==> config.mk <==
export PLATFORM = sky130hd
export DESIGN_NAME = mole_game_core
export DESIGN_NICKNAME = d
export VERILOG_FILES = /design/src/rtl/mole_pkg.sv /design/src/rtl/mole_tick_prescaler.sv /design/src/rtl/mole_game_core.sv
export SDC_FILE = /design/constraint.sdc
export NUM_CORES = 1
export LEC_CHECK = 0
export BUFFER_PORTS_ARGS = -buffer_cell sky130_fd_sc_hd__buf_2
export CAP_MARGIN = 30
export CORE_UTILIZATION = 45
export CTS_BUF_LIST = sky130_fd_sc_hd__clkbuf_8
export DETAILED_ROUTE_END_ITERATION = 12
export GPL_TIMING_DRIVEN = 0
export SYNTH_ARGS = -nofsm -noshare
export SYNTH_HDL_FRONTEND = slang
export SYNTH_SLANG_ARGS = --single-unit
==> constraint.sdc <==
create_clock -name clk -period 2.7 [get_ports clk]
set_input_delay 0.135 -clock clk [delete_from_list [all_inputs] [get_ports clk]]
set_output_delay 0.135 -clock clk [all_outputs]
set_load 0.05 [all_outputs]
==> src/rtl/mole_pkg.sv <==
// Shared definitions for the whack-a-mole engine: state encoding, one-hot
// mole decode, per-level slot length and saturating arithmetic.
package mole_pkg;

  typedef enum logic [1:0] {
    ST_IDLE = 2'd0,
    ST_LEAD = 2'd1,
    ST_SHOW = 2'd2,
    ST_DONE = 2'd3
  } state_t;

  // Widest mole field the decode helper can produce; callers truncate.
  localparam int MAX_MOLES = 64;

  function automatic logic [MAX_MOLES-1:0] onehot(input int idx, input int n_moles);
    onehot = '0;
    if (idx >= 0 && idx < n_moles && idx < MAX_MOLES) onehot[idx] = 1'b1;
  endfunction

  // Higher levels get shorter slots: level L lasts N_LEVELS+1-L ticks.
  function automatic int slot_ticks(input int lvl, input int n_levels);
    return n_levels + 1 - lvl;
  endfunction

  // Clamps a+b to the largest value representable in w bits (w <= 30).
  function automatic int sat_add(input int a, input int b, input int w);
    int max_v;
    int sum;
    max_v = (1 << w) - 1;
    sum   = a + b;
    return (sum > max_v) ? max_v : sum;
  endfunction

endpackage

==> src/rtl/mole_tick_prescaler.sv <==
// Game tick generator: one-cycle tick every TICK_CYCLES clocks. The counter
// runs 0..TICK_CYCLES-1 and is forced back to zero by clear so a new game
// always sees a full first tick.
module mole_tick_prescaler #(
  parameter int TICK_CYCLES = 100000000
) (
  input  logic clk,
  input  logic reset,
  input  logic clear,
  output logic tick
);

  localparam int CW = (TICK_CYCLES > 1) ? $clog2(TICK_CYCLES) : 1;

  logic [CW-1:0] cnt;

  assign tick = (cnt == CW'(TICK_CYCLES - 1));

  // Free-running cycle counter, wraps on tick, restarts on clear.
  always_ff @(posedge clk or posedge reset) begin
    if (reset) begin
      cnt <= '0;
    end else if (clear || tick) begin
      cnt <= '0;
    end else begin
      cnt <= cnt + CW'(1);
    end
  end

endmodule

==> src/rtl/mole_game_core.sv <==
// Whack-a-mole game engine. One mole is lit per slot; a clean press of the
// lit button scores the current level, any other press or a slot timeout
// counts a miss. Slots shorten as the level rises.
//
// Optional build macro MOLE_NO_REPEAT_EN: when defined, a mole never
// appears at the same position in two consecutive slots.
//
// state | meaning
// IDLE  | after reset, waiting for start
// LEAD  | one blank tick before the first mole
// SHOW  | mole slots running
// DONE  | game over, results held until next start
module mole_game_core import mole_pkg::*; #(
  parameter int N_MOLES         = 4,
  parameter int TICK_CYCLES     = 100000000,
  parameter int N_LEVELS        = 3,
  parameter int MOLES_PER_LEVEL = 8,
  parameter int SCORE_W         = 8
) (
  input  logic                            clk,
  input  logic                            reset,
  input  logic                            start,
  input  logic [N_MOLES-1:0]              buttons_n,
  input  logic [$clog2(N_MOLES)-1:0]      rnd,
  output logic [N_MOLES-1:0]              leds,
  output logic [SCORE_W-1:0]              score,
  output logic [$clog2(N_LEVELS+1)-1:0]   level,
  output logic [SCORE_W-1:0]              misses,
  output logic                            busy,
  output logic                            done
);

  localparam int RW  = $clog2(N_MOLES);
  localparam int LW  = $clog2(N_LEVELS + 1);
  localparam int SLW = $clog2(N_LEVELS + 2);
  localparam int MCW = $clog2(MOLES_PER_LEVEL + 1);

  localparam logic [1:0] IDLE = ST_IDLE;
  localparam logic [1:0] LEAD = ST_LEAD;
  localparam logic [1:0] SHOW = ST_SHOW;
  localparam logic [1:0] DONE = ST_DONE;

  logic [1:0]         state;
  logic [N_MOLES-1:0] prev_btn;
  logic [SLW-1:0]     slot_cnt;
  logic [MCW-1:0]     mole_cnt;
  logic               tick;
  logic               presc_clear;

  logic [N_MOLES-1:0] pressed;
  logic               press_evt;
  logic               hit;
  logic               wrong;
  logic               slot_end;
  logic               timeout;
  logic               last_mole;
  logic               last_level;
  logic [LW-1:0]      next_level;
  logic [SLW-1:0]     next_slot_len;
  logic [N_MOLES-1:0] next_leds;
  int                 idx_raw;

`ifdef MOLE_NO_REPEAT_EN
  logic [RW-1:0]      prev_idx;
`endif

  mole_tick_prescaler #(
    .TICK_CYCLES (TICK_CYCLES)
  ) u_prescaler (
    .clk   (clk),
    .reset (reset),
    .clear (presc_clear),
    .tick  (tick)
  );

  assign presc_clear = start && (state == IDLE || state == DONE);

  // Press events are falling edges of the active-low buttons; a held button
  // therefore produces exactly one event.
  assign pressed    = prev_btn & ~buttons_n;
  assign press_evt  = (state == SHOW) && (leds != '0) && (pressed != '0);
  assign hit        = press_evt && (pressed == leds);
  assign wrong      = press_evt && !hit;
  assign slot_end   = (state == SHOW) && tick && (slot_cnt == SLW'(1));
  assign timeout    = slot_end && (leds != '0) && !press_evt;
  assign last_mole  = (mole_cnt == MCW'(MOLES_PER_LEVEL - 1));
  assign last_level = (level == LW'(N_LEVELS));

  // Level that the slot starting on this edge belongs to.
  assign next_level    = (state == SHOW && last_mole) ? level + LW'(1) : level;
  assign next_slot_len = SLW'(slot_ticks(int'(next_level), N_LEVELS));
  assign next_leds     = N_MOLES'(onehot(idx_raw, N_MOLES));

  // Fold the random index into range and optionally avoid a repeat.
  always_comb begin
    idx_raw = int'(rnd);
    if (idx_raw >= N_MOLES) idx_raw = idx_raw - N_MOLES;
`ifdef MOLE_NO_REPEAT_EN
    if (idx_raw == int'(prev_idx)) idx_raw = (idx_raw + 1) % N_MOLES;
`endif
  end

  // Previous-cycle button image for edge detection.
  always_ff @(posedge clk or posedge reset) begin
    if (reset) begin
      prev_btn <= '1;
    end else begin
      prev_btn <= buttons_n;
    end
  end

`ifdef MOLE_NO_REPEAT_EN
  // Remember the position used by the slot that just started.
  always_ff @(posedge clk or posedge reset) begin
    if (reset) begin
      prev_idx <= RW'(N_MOLES - 1);
    end else if (presc_clear) begin
      prev_idx <= RW'(N_MOLES - 1);
    end else if ((state == LEAD && tick) || (slot_end && !(last_mole && last_level))) begin
      prev_idx <= RW'(idx_raw);
    end
  end
`endif

  // Game sequencing, slot timing, scoring and status outputs.
  always_ff @(posedge clk or posedge reset) begin
    if (reset) begin
      state    <= IDLE;
      slot_cnt <= '0;
      mole_cnt <= '0;
      leds     <= '0;
      score    <= '0;
      level    <= '0;
      misses   <= '0;
      busy     <= 1'b0;
      done     <= 1'b0;
    end else begin
      case (state)
        IDLE, DONE: begin
          if (start) begin
            state    <= LEAD;
            score    <= '0;
            misses   <= '0;
            level    <= LW'(1);
            busy     <= 1'b1;
            done     <= 1'b0;
            leds     <= '0;
            mole_cnt <= '0;
            slot_cnt <= '0;
          end
        end
        LEAD: begin
          if (tick) begin
            state    <= SHOW;
            leds     <= next_leds;
            slot_cnt <= next_slot_len;
            mole_cnt <= '0;
          end
        end
        SHOW: begin
          if (hit) score <= SCORE_W'(sat_add(int'(score), int'(level), SCORE_W));
          if (wrong || timeout) misses <= SCORE_W'(sat_add(int'(misses), 1, SCORE_W));
          if (press_evt) leds <= '0;
          if (slot_end) begin
            if (last_mole && last_level) begin
              state <= DONE;
              leds  <= '0;
              busy  <= 1'b0;
              done  <= 1'b1;
            end else begin
              leds     <= next_leds;
              slot_cnt <= next_slot_len;
              level    <= next_level;
              if (last_mole) begin
                mole_cnt <= '0;
              end else begin
                mole_cnt <= mole_cnt + MCW'(1);
              end
            end
          end else if (tick) begin
            slot_cnt <= slot_cnt - SLW'(1);
          end
        end
        default: begin
          state <= IDLE;
        end
      endcase
    end
  end

endmodule

; ---- Word level (Yosys, flattened, before mapping)
; Index checks and enable logic that the tools add are counted.
; W data, S select, Z words.
[totals]
ff_bits = 64
input_bits = 9
out_inout_bits = 24
[classes]
n_addsub = 7
order_cmp = 7
n_eq_ne = 18
n_mux = 45
bitwise = 2
n_reduce_logical = 32
[ops]
columns = operator, count
row1 = $mux W4, 10
row2 = $mux W8, 5
row3 = $pmux W8 S2, 2
row4 = $add A27 B1 Y27 const B, 1
row5 = $eq A27 B27 Y1 const B, 1
row6 = $mux W27, 1
row7 = $pmux W4 S3, 2
row8 = $reduce_and A4 Y1, 5
row9 = $gt A9 B8 Y1 const B, 2
row10 = $mux W3, 5
row11 = $logic_and A1 B1 Y1, 14
row12 = $lt A2 B7 Y1 const B, 2
row13 = $mux W2, 7
row14 = $ne A2 B2 Y1 const B, 5
row15 = $add A8 B1 Y9 const B, 1
row16 = $add A8 B2 Y9, 1
row17 = $ne A3 B3 Y1 const B, 3
row18 = $pmux W3 S3, 1
row19 = $reduce_and A3 Y1, 3
row20 = $reduce_bool A4 Y1, 2
row21 = $mux W1, 7
row22 = $eq A2 B2 Y1 const B, 3
row23 = $pmux W2 S3, 1
row24 = $add A4 B1 Y4 const B, 1
row25 = other kinds (20), 26

; ---- Longest topological paths before layout
[logic_depth]
depth_word = 10
depth_mapped = 9
mapped_depth_nobuf = 8

; ---- By module
; Synthesis repeated with hierarchy kept, for this count alone.
[unflattened]
cells_unflattened = 392
area_unflattened_um2 = 3674.8
[modules_own_cells]
columns = mod, n_inst, cells_per_inst, area_per_inst_um2
row1 = mole_game_core, 1, 241, 2282.2
row2 = mole_tick_prescaler, 1, 151, 1392.6

; ---- Worst setup path after synthesis
; Ideal clock, no wire load.
[synth_path]
path_kind = reg-to-reg
from = register level[0]
to = register score[0]
setup_time_ps = 130
arrival_time_ps = 2102
required_time_ps = 2570
setup_slack_ps = 467
stages_incl_launch_ff = 8
n_path_buf = 0
synth_period_minus_slack_ps = 2233
cell_sequence = dfrtp_1 -> ha_1 -> fa_1 -> and3_1 -> and3_1 -> and3_1 -> o21ai_0 -> mux2i_1
[synth_via]
elab_chain_cells = 5
[synth_lines]
columns = item, line
row1 = start: declaration, mole_game_core.sv:27  ; output logic [$clog2(N_LEVELS+1)-1:0] level,
row2 = start signal: assignment, mole_game_core.sv:173  ; level <= next_level;
row3 = $add A8 B2 Y9 *, mole_pkg.sv:30  ; sum = a + b;
row4 = $gt A9 B8 Y1, mole_pkg.sv:31  ; return (sum > max_v) ? max_v : sum;
row5 = $mux W8 *, mole_pkg.sv:31
row6 = $mux W8 *, mole_game_core.sv:161  ; if (hit) score <= SCORE_W'(sat_add(int'(score), int'(level), SCORE_W));
row7 = $pmux W8 S2 *, mole_game_core.sv:138  ; case (state)
row8 = end signal: assignment, mole_game_core.sv:161
row9 = end: declaration, mole_game_core.sv:26  ; output logic [SCORE_W-1:0] score,
; Every way passes the cells marked *; elsewhere a longest branch is shown, timed or not. The select of a mux whose other input is x is not followed.
; A chain may end at the register's enable or synchronous reset.

; ---- Worst setup path after layout
[layout_path]
from = register state[0]
to = register misses[7]
[layout_via]
elab_chain_cells = 9
word_cells_on_any_way = 20
cone_classes = eq/ne: 4 / mux: 1 / reduce/logical: 15
[layout_lines]
columns = item, line
row1 = start: declaration, mole_game_core.sv:43  ; logic [1:0] state;
row2 = start signal: assignment, mole_game_core.sv:128  ; state <= IDLE;
row3 = start signal: assignment, mole_game_core.sv:141  ; state <= LEAD;
row4 = start signal: assignment, mole_game_core.sv:154  ; state <= SHOW;
row5 = $eq A2 B2 Y1, "mole_game_core.sv:81, mole_game_core.sv:84, mole_game_core.sv:138"
row6 = $logic_and A1 B1 Y1 (2 in series), mole_game_core.sv:81  ; assign press_evt = (state == SHOW) && (leds != '0) && (pressed != '0);
row7 = $logic_and A1 B1 Y1, mole_game_core.sv:82  ; assign hit = press_evt && (pressed == leds);
row8 = $logic_not A1 Y1, mole_game_core.sv:83  ; assign wrong = press_evt && !hit;
row9 = $logic_and A1 B1 Y1, mole_game_core.sv:83
row10 = $logic_or A1 B1 Y1, mole_game_core.sv:162  ; if (wrong || timeout) misses <= SCORE_W'(sat_add(int'(misses), 1, SCORE_W));
row11 = $ne A2 B1 Y1 (no line), n/a
row12 = $reduce_and A3 Y1 (no line), n/a
row13 = end signal: assignment, mole_game_core.sv:162
row14 = end: declaration, mole_game_core.sv:28  ; output logic [SCORE_W-1:0] misses,
; Several ways; a longest one is shown, not always the timed one.

==> impl_results.md <==
* Reg2Reg Depth at 9
* Fraction of registers with async set/reset at 100.0%
* Crit-path slowest cell: dfrtp_1
* Setup Buffers After CTS at 0
* Sw frac at 38.43%
* Synth unique cells at 66
* Die X at 92.01 um
* DP Worst Slack at -22.59 ps
* TritonCTS clock tree: built
* Yosys top cell area share at 41.18%
* Sequential Power Share at 34.3%
* Fillers at 727
* Syn avg cell area at 9.671 sq um
* Final Cycle Share at 88.93%
* Internal power at 2.081 mW
* Max Cap Violations at 0
* Synthesized cell area at 0.003646 sq mm
* Avg WL per Cell at 14.69 um
* Most common cell after layout, fill and taps aside: dfrtp_1
* Clk pin slew, worst setup/hold paths at 70 ps
* Met2 wire length at 3.617 mm
* Ys flop type: dfrtp_1
* Met3 WL at 252 um
* Sinks on the clock net at 64
* Final weighted congestion in routability-driven placement at 0.8348
* H-tree depth at 3
* Via density at 5.497
* Worst Path Buf+Inv at 3
* Number of global-route vias before repair at 2857
* Mapped Cells at 377
* Worst Setup SP: state[0]
* CP Cell Sequence: inv_1 > ha_1 > buf_2 > nand2_1 > o21ai_0 > clkbuf_2 > o211ai_1 > nor2_2 > a311oi_1
* Most frequent cells in the layout: dfrtp_1 (60), nor2_1 (37), buf_2 (37), nand2_1 (27), o21ai_0 (21)
* R2r setup slk at 300 ps
* DRT Wirelength at 7.831 mm
* Crit path max-delay family: buffers and inverters
* Peak supply drop at 0.6053 mV
* Pin slew with the least headroom to its limit at 876.4 ps
* Row count at 32
* Placed wire-length estimate at 5.619 mm
* Pwr dens at 795.7 mW/mm^2
* Final hold slack at 120.1 ps
* FF-to-FF End: misses[7]
* Synth top area cells: dfrtp_1 (41%), ha_1 (4.5%), xor2_1 (4.3%), nor2_1 (3.9%), dfstp_2 (2.9%)
* Fin nets at 449
* Slew Limit Fails at 0
* Highest routed layer: met4
* Slew margin rel. at 41.49%
* Net Sw Power at 1.299 mW
* Post-synth EDFFs at 0
* Critical Path RT at 2900 ps
* CP Depth at 9
* Top-Level Pins at 33
* Die Y at 92.01 um
* Die area at 0.008466 sq mm
* Area Growth Syn to Fin at 16.51%
* Status: finished clean
* Element type at the critical path end: register
* Final Setup Violations at 0
* Largest net degree at the start of global routing at 41
* Area leader, netlist: dfrtp_1
* Cts bufs inserted at 9
* RSZ-0062 raised after global routing: false
* Share of layout cells above drive strength 1 at 18.56%
* Clk buf depth at 2
* Post-route met1 wirelength at 3.916 mm
* Worst-Skew Late Latency at 340 ps
* Static Leak at 1.971 nW
* CTS Root Cell: clkbuf_8
* Setup Skew at 9.595 ps
* Initial antenna violation count at 0
* Crit path largest cell delay at 380 ps
* Critical path type: reg2reg
* YS warnings at 0
* Fin. Hold Viols at 0
* Final setup margin at 298.8 ps
* Part of the power in combinational logic at 36.9%
* Min cycle time layout at 2401 ps
* First-pass GRT wire length at 13.60 mm
* Number of synthesized register bits at 64
* Clock network power share at 28.8%
* Via count at 2930
* Crit Path Max Fanout at 10
* Fmax at 0.4165 GHz
* Synthesized net count at 400
* Overall Global Routing Usage at 20.53%
* Critical Path Source Type: register
* R2R Path Start: state[0]
* WP data arrival at 2600 ps
* CP Capture Point: misses[7]
* Post-route antenna net violation count at 0
* I/O Buffers at 32
* Drt initial violations at 124
* Total global routing overflow at 0
* Drt pass-1 iters at 4
* Drc violations at 0
* # diodes at 0
* Initial Util at 46.94%
* Core area at 0.007767 sq mm
* HP Class: in2reg
* Post-synthesis sequential area ratio at 44.06%
[state kept, by name, indices dropped and copies added (netlist names)]
name / flops
busy: 1
done: 1
leds: 4
level: 2
misses: 8
mole_cnt: 4
prev_btn: 4
score: 8
slot_cnt: 3
state: 2
u_prescaler.cnt: 27
[synthesized netlist by cell type, types with 3 or more instances]
master	number
and3_1	11
a21oi_1	16
nand4_1	7
ha_1	13
inv_1	15
nor2b_1	4
a31oi_1	8
xor2_1	18
nand2_1	27
dfrtp_1	60
xnor2_1	10
clkbuf_1	4
and3b_1	3
a41oi_1	3
mux2i_1	5
nor3_1	7
nand2b_1	3
o21ai_0	21
nor2_1	38
o31ai_1	3
mux2_1	4
or3_1	3
a22o_1	3
a21o_1	3
and2_1	7
nand3_1	18
a311oi_1	3
and4_1	4
dfstp_2	4
buf_2	5
[layout make-up]
type,instances,area [sq um],share of cell area [%]
multi-input cells,286,1916,45.10
clock inverters,4,75.07,1.767
repair buffers,38,230.2,5.420
well taps,102,127.6,3.004
clock buffers,12,165.2,3.888
inverters,15,56.30,1.325
flip-flops and latches,64,1607,37.82
plain buffers,12,71.32,1.679
[power by group through the flow]
stage | registers [mW] | logic, mW | clock network, mW
floorplan | 1.28 | 0.811 | 0
global placement | 1.17 | 1.22 | 0
detailed placement | 1.17 | 1.25 | 0
CTS | 1.16 | 1.26 | 1.00
global route | 1.18 | 1.39 | 1.04
finish | 1.16 | 1.25 | 0.974
[through the flow]
stage	power [mW]	TNS (ps)	cells	cell area, sq um	util, %
after global placement	2.390	0	511	3934	50.64
after CTS	3.417	0	533	4247	54.67
after floorplan	2.094	0	377	3646	-
after detailed placement	2.420	-22.59	512	3954	50.90
final	3.380	0	533	4248	54.69
after global routing	3.599	0	533	4248	54.69
[kinds of logic after synthesis]
family | count (synthesis) | synth area share (%)
mux | 9 | 2.608
flops | 64 | 44.06
fa+ha+maj | 14 | 5.010
simple gates | 155 | 23.92
compound gates | 80 | 14.21
xor+xnor | 28 | 6.726
buf+inv | 27 | 3.466
[layer usage]
layer	vias up	GRT usage [%]
met4	0	7.031
met1	1420	27.51
li1	1463	-
met5	-	0
met3	4	4.892
met2	43	32.59
[worst register-to-register path, cell delays in order (launching register included)]
cell,delay (ps)
dfrtp_1,380
inv_1,70
ha_1,270
buf_2,200
nand2_1,210
o21ai_0,180
clkbuf_2,280
o211ai_1,220
nor2_2,320
a311oi_1,140
[repair_timing]
| item | in CTS | in global routing |
|---|---|---|
| cloned | 0 | 0 |
| setup endpoints to repair | 3 | 8 |
| gates resized for setup | 1 | 2 |
| hold buffers | 5 | 0 |
| endpoints found under the hold margin | 29 | 0 |
[worst min path at each step]
| stage | from | to | slack (ps) | depth (start not counted) |
|---|---|---|---|---|
| global placement | buttons_n[3] | prev_btn[3] | 250 | 1 |
| floorplan | buttons_n[0] | prev_btn[0] | 140 | 0 |
| global route | start | busy | 120 | 3 |
| finish | start | busy | 120 | 3 |
| CTS | start | busy | 100 | 3 |
| detailed placement | buttons_n[2] | prev_btn[2] | 250 | 1 |
Note: power is estimated with default switching activity, not from simulation.
